`src/rtl/vga_sync_decoder.sv`:
```
// VGA timing receiver: recovers pixel coordinates, line/frame geometry and lock state.
// Optional FRAME_CHECKSUM_EN adds a per-frame sum of active pixels on frame_sum.
module vga_sync_decoder #(
    parameter int H_ACT_START = 144,
    parameter int H_ACTIVE    = 640,
    parameter int V_ACT_START = 35,
    parameter int V_ACTIVE    = 480,
    parameter int LOCK_FRAMES = 2
) (
    input  logic        clk,
    input  logic        reset,
    input  logic        pix_en,
    input  logic        hsync_n,
    input  logic        vsync_n,
    input  logic [2:0]  pixel_in,
    output logic        pix_valid,
    output logic [9:0]  pix_x,
    output logic [8:0]  pix_y,
    output logic [2:0]  pix_out,
    output logic        frame_start,
    output logic        locked,
    output logic [10:0] line_len,
    output logic [9:0]  frame_lines,
    output logic        sync_err,
    output logic [15:0] frame_sum
);
    // state  | meaning
    // SEARCH | waiting for the first frame boundary
    // TRACK  | measuring reference geometry, counting matching frames
    // LOCKED | geometry stable, active pixels strobed out
    typedef enum logic [1:0] {SEARCH, TRACK, LOCKED} state_t;

    localparam logic [10:0] H_LO   = 11'(H_ACT_START);
    localparam logic [10:0] H_HI   = 11'(H_ACT_START + H_ACTIVE);
    localparam logic [9:0]  V_LO   = 10'(V_ACT_START);
    localparam logic [9:0]  V_HI   = 10'(V_ACT_START + V_ACTIVE);
    localparam logic [7:0]  LOCK_N = 8'(LOCK_FRAMES);

    state_t      state;
    logic        hs_cur, hs_prev, vs_cur, vs_prev;
    logic [2:0]  px_cur, px_d;
    logic        stb, stb_d, vs_pend;
    logic [10:0] h_cnt, ref_len, len_new;
    logic [9:0]  v_cnt, ref_lines, lines_new;
    logic [7:0]  good_cnt, cnt_inc;
    logic        first_line, ref_frame, discard;
    logic        line_start, vs_fall, frame_evt, sat_hit, len_ok, in_range;

    always_comb begin
        line_start = stb && hs_prev && !hs_cur;
        vs_fall    = stb && vs_prev && !vs_cur;
        frame_evt  = line_start && (vs_pend || vs_fall);
        len_new    = (h_cnt == 11'h7ff) ? 11'h7ff : h_cnt + 11'd1;
        lines_new  = (v_cnt == 10'h3ff) ? 10'h3ff : v_cnt + 10'd1;
        sat_hit    = stb && ((!line_start && h_cnt == 11'd2046) ||
                             (line_start && !frame_evt && v_cnt == 10'd1022));
        len_ok     = first_line || (len_new == ref_len);
        cnt_inc    = good_cnt + 8'd1;
        in_range   = (h_cnt >= H_LO) && (h_cnt < H_HI) && (v_cnt >= V_LO) && (v_cnt < V_HI);
    end

    always_ff @(posedge clk) begin
        if (reset) begin
            hs_cur <= 1'b1; hs_prev <= 1'b1; vs_cur <= 1'b1; vs_prev <= 1'b1;
            px_cur <= '0; px_d <= '0; stb <= 1'b0; stb_d <= 1'b0; vs_pend <= 1'b0;
            h_cnt <= '0; v_cnt <= '0; line_len <= '0; frame_lines <= '0;
            frame_start <= 1'b0; pix_valid <= 1'b0; pix_x <= '0; pix_y <= '0; pix_out <= '0;
        end else begin
            stb   <= pix_en;
            stb_d <= stb;
            if (pix_en) begin
                hs_prev <= hs_cur;  hs_cur <= hsync_n;
                vs_prev <= vs_cur;  vs_cur <= vsync_n;
                px_cur  <= pixel_in;
            end
            frame_start <= 1'b0;
            if (stb) begin
                px_d <= px_cur;
                if (line_start) begin
                    h_cnt    <= '0;
                    line_len <= len_new;
                    if (frame_evt) begin
                        v_cnt       <= '0;
                        frame_lines <= lines_new;
                        frame_start <= 1'b1;
                    end else begin
                        v_cnt <= lines_new;
                    end
                end else begin
                    h_cnt <= len_new;
                end
                if (frame_evt)    vs_pend <= 1'b0;
                else if (vs_fall) vs_pend <= 1'b1;
            end
            // counters now reflect the sample captured two clocks ago
            pix_valid <= 1'b0;
            if (stb_d && locked && in_range) begin
                pix_valid <= 1'b1;
                pix_x     <= 10'(h_cnt - H_LO);
                pix_y     <= 9'(v_cnt - V_LO);
                pix_out   <= px_d;
            end
        end
    end

    always_ff @(posedge clk) begin
        if (reset) begin
            state <= SEARCH; locked <= 1'b0; sync_err <= 1'b0; good_cnt <= '0;
            ref_len <= '0; ref_lines <= '0; first_line <= 1'b0; ref_frame <= 1'b0; discard <= 1'b0;
        end else begin
            sync_err <= 1'b0;
            if (stb) begin
                if (sat_hit && state != SEARCH) begin
                    state <= SEARCH; locked <= 1'b0; sync_err <= 1'b1; good_cnt <= '0;
                end else begin
                    case (state)
                        SEARCH: if (frame_evt) begin
                            state <= TRACK; ref_frame <= 1'b1; first_line <= 1'b1;
                            discard <= 1'b0; good_cnt <= '0;
                        end
                        TRACK: begin
                            if (frame_evt) begin
                                if (discard) begin
                                    discard <= 1'b0; ref_frame <= 1'b1; first_line <= 1'b1; good_cnt <= '0;
                                end else if (len_ok && (ref_frame || lines_new == ref_lines)) begin
                                    if (ref_frame) ref_lines <= lines_new;
                                    ref_frame  <= 1'b0;
                                    first_line <= 1'b0;
                                    good_cnt   <= cnt_inc;
                                    if (cnt_inc == LOCK_N) begin
                                        state <= LOCKED; locked <= 1'b1;
                                    end
                                end else begin
                                    sync_err <= 1'b1; good_cnt <= '0; ref_frame <= 1'b1; first_line <= 1'b1;
                                end
                            end else if (line_start && !discard) begin
                                if (first_line) begin
                                    ref_len <= len_new; first_line <= 1'b0;
                                end else if (len_new != ref_len) begin
                                    sync_err <= 1'b1; good_cnt <= '0; discard <= 1'b1;
                                end
                            end
                        end
                        LOCKED: if (line_start && (len_new != ref_len ||
                                                   (frame_evt && lines_new != ref_lines))) begin
                            // a broken frame is discarded; the one after it becomes the new reference
                            sync_err <= 1'b1; locked <= 1'b0; state <= TRACK; good_cnt <= '0;
                            ref_frame <= 1'b1; first_line <= frame_evt; discard <= !frame_evt;
                        end
                        default: state <= SEARCH;
                    endcase
                end
            end
        end
    end

`ifdef FRAME_CHECKSUM_EN
    logic [15:0] acc;

    always_ff @(posedge clk) begin
        if (reset) begin
            acc       <= '0;
            frame_sum <= '0;
        end else if (frame_start) begin
            frame_sum <= acc + (pix_valid ? 16'(pix_out) : 16'd0);
            acc       <= '0;
        end else if (pix_valid) begin
            acc <= acc + 16'(pix_out);
        end
    end
`else
    assign frame_sum = 16'd0;
`endif

endmodule

```
`config.mk`:
```
export PLATFORM = sky130hd
export DESIGN_NAME = vga_sync_decoder
export DESIGN_NICKNAME = d
export VERILOG_FILES = /design/src/rtl/vga_sync_decoder.sv
export SDC_FILE = /design/constraint.sdc
export NUM_CORES = 1
export LEC_CHECK = 0
export ABC_CLOCK_PERIOD_IN_PS = 3200
export CELL_PAD_IN_SITES_DETAIL_PLACEMENT = 0
export CELL_PAD_IN_SITES_GLOBAL_PLACEMENT = 1
export CORE_MARGIN = 10
export CORE_UTILIZATION = 38
export DETAILED_ROUTE_END_ITERATION = 7
export GPL_TIMING_DRIVEN = 1
export PLACE_DENSITY_LB_ADDON = 0.1
export SLEW_MARGIN = 25
export SYNTH_ARGS = -nofsm -noshare
export SYNTH_HDL_FRONTEND = slang
export SYNTH_SLANG_ARGS = --single-unit
```
`constraint.sdc`:
```
create_clock -name clk -period 3.2 [get_ports clk]
set_input_delay 0.64 -clock clk [delete_from_list [all_inputs] [get_ports clk]]
set_output_delay 0.64 -clock clk [all_outputs]
set_load 0.005 [all_outputs]
```
==> metrics <==
Post-CTS Hold Buffers=0; Die Wd=147 µm; worst slew pin tran=0.863 ns; outcome=finished clean; remaining global-route overflow=0; fin cells=~1100; YS warnings=0; Final setup viols=0; largest cells by area after synthesis=dfxtp_1 37%, nor2_1 6.8%, mux2i_1 4.9%; crit end category=flip-flop; Worst path most repeated cell=buf_6; PwrDens=436 nW/µm²; ANT nets after route=0; post-synthesis area per instance=8.09 µm²; Rel. slew slack=42.4%; Syn Inst Count=761; CTS tree=built; Synth async-reset ratio=0%; Setup TNS=0 ns; total CTS buffers=17; number of synthesized flops with an enable pin=0; Cell Chain, Critical Path=buf_6 -> nand4_4 -> o31a_1 -> or4_4 -> a221oi_2 -> o2111a_2 -> nor2_2 -> or4b_4 -> buf_6 -> or3_1 -> a21oi_1; Startpoint Class=flip-flop; Final #Nets=slightly above 900; RD Place Congestion=0.958; Detailed Route WL=18400 µm; GRT Resource Usage Total=16.7%; Max Cap Viol=0; clock buffer depth=2; minimum clock period=3.17 ns; Die Height=147 µm; vias in the first global route=5853; pre-CTS setup slack=-0.105 ns; reg2reg path depth=11; HPWL Detailed=13200 µm; Clock Latency Late Sink=0.42 ns; Layout Skew=about 0.0086 ns; Yosys top cell by area=dfxtp_1; initial core utilization=38.8%; RSZ-0062 raised after global routing=true; CTS H-tree depth=4; first-pass GRT wire length=around 30000 µm; synthesized cell area=6160 µm²; total power=3.65 mW; Routed wire per std cell=~17 µm; Remaining DRCs=0; TritonRoute pass-1 iters=6; I/O Buffers=54; antenna violations before repair=0; Tcrit/Tclk final=98.9%; Core Util, Final=52.7%; Hold Path Cell Cnt=2; WS Path Type=flip-flop to flip-flop; Yosys cell types=70; n_diodes=0; layout cells sized above 1=21.1%; sequential cell area fraction in the yosys report=between 30% and 40%; clock root buffer=clkbuf_16; Worst Path Max Fanout=6; Stages on worst setup path=11; core area=15900 µm²; CP required=3.55 ns; Site Rows=46; kind of cell adding the most delay to the critical path=simple AND/OR/NAND/NOR gates; Top Ports=71; Area Growth Syn to Fin=36.1%; FILL cells=between 1500 and 2000; Pins Over Slew Limit=0; Cells after DPL=1072; Vias=6053; Fmax achieved=0.316 GHz; crit-path max cell delay=~0.53 ns; hold crit path type=flip-flop to flip-flop; clk sinks=115; largest net degree at the start of global routing=79; P_leak=about 3.1 nW; Yosys top cell area share=37.4%; Seq cells post-synth=115; CP max stage cell=or4b_4; predominant post-synthesis flop cell=dfxtp_1; DRT iter0 DRCs=between 400 and 500; Arr. time, crit path=3.51 ns; clock-pin slew on the worst setup and hold paths=0.06 ns; Bufs and invs on worst path=2; Fin. Hold Viols=0; Max VDD drop=around 0.36 mV; drt via density=~5.4; Die Footprint=21700 µm²; final setup margin=approximately 0.035 ns
==> logic make-up (layout without fill, tap and decap cells) <==
family | after synthesis | in the layout | share of synthesized area (%)
buffers and inverters | 90 | 213 | 6.83
xor gates and xnor gates | 25 | 25 | 3.56
other | 1 | 16 | 0.0609
and+or+nand+nor | 305 | 305 | 24.1
muxes | 31 | 31 | 5.06
adders and majority gates | 14 | 14 | 2.85
DFF | 115 | 115 | 37.4
AOI/OAI and AO/OA | 180 | 180 | 20.1
==> what timing repair did <==
action	4_1_cts	5_1_grt
setup buffers	5	7
resized for setup	15	41
pin swaps	3	19
setup endpoints to repair	10	13
==> final cells by class <==
type | instances | area [µm²] | area share [%]
inverters | 20 | 75.1 | 0.896
repair buffers | 162 | 1380 | 16.4
flip-flops and latches | 115 | 2320 | 27.7
well taps | 216 | 270 | 3.23
multi-input cells | 571 | 3700 | 44.2
clock buffers | 22 | 484 | 5.78
clock inverters | 9 | 151 | 1.81
==> cells in the mapped netlist, types with 14 or more instances <==
cell / number
buf_4: 16
mux2i_1: 30
inv_1: 19
clkbuf_1: 37
a211oi_1: 31
xnor2_1: 15
nand3_1: 26
nor2_1: 111
nor3_1: 23
dfxtp_1: 115
nand2_1: 57
o21ai_0: 29
ha_1: 14
and3_1: 15
a21oi_1: 41
==> worst min-delay path, stage by stage, from the launching register on <==
cell and delay, ns:
dfxtp_1 0.31, nand2_1 0.05, a21oi_1 0.05
==> routing by layer <==
layer,track usage [%],routed length (µm),up-vias
met3,4.12,926,22
met4,5.50,257,0
li1,-,-,2974
met5,0,0,-
met1,19.8,7990,2895
met2,29.0,9270,162
==> metrics by stage <==
stage / cell area [µm²] / hold slack [ns]
floorplan: 6230 / 0.444
global placement: 7410 / 0.445
detailed placement: 7410 / 0.453
CTS: 8140 / 0.464
global route: 8380 / 0.484
finish: 8380 / 0.460
==> where the power goes <==
part           internal (mW)  switching (mW)
clock network           1.38           0.659
registers               1.45         0.00874
logic                 0.0684          0.0933
total                   2.89           0.762
==> cells in the final DEF (no fill, tap or decap), types with 7 or more instances in the layout <==
cell type        netlist  layout
nor2_1               111     109
nand4_1               10      10
xnor2_1               15      14
ha_1                  14      10
clkdlybuf4s50_1        0      53
inv_1                 19      19
dfxtp_1              115     105
nor3_1                23      21
nor4_1                10       8
nor2b_1               11      11
a211oi_1              31      31
a21oi_1               41      41
buf_6                  1       7
nand3_1               26      23
buf_4                 16     102
dfxtp_2                0       9
a22o_1                 8       8
xor2_1                10       9
or3_1                 12      12
and3_1                15      12
a31oi_1               10       8
nand2_1               57      57
mux2i_1               30      30
conb_1                 1      16
o21ai_0               29      27
clkbuf_16              0      17
==> state kept, by name (all words and copies together), names as in the netlist, 2 cells and up <==
signal       cells
good_cnt         8
pix_y            9
frame_lines     10
line_len        11
h_cnt           11
state            2
pix_out          3
v_cnt           10
pix_x           10
px_d             3
ref_len         11
ref_lines       10
px_cur           3
==> final timing paths <==
kind | end | slack, ns | start
worst min-delay path | line_len[6] | 0.46 | line_len[6]
worst min register to register | line_len[6] | 0.46 | line_len[6]
worst max register to register | good_cnt[1] | 0.03 | h_cnt[1]
worst max-delay path | good_cnt[1] | 0.03 | h_cnt[1]
Note: power is estimated with default switching activity, not from simulation.
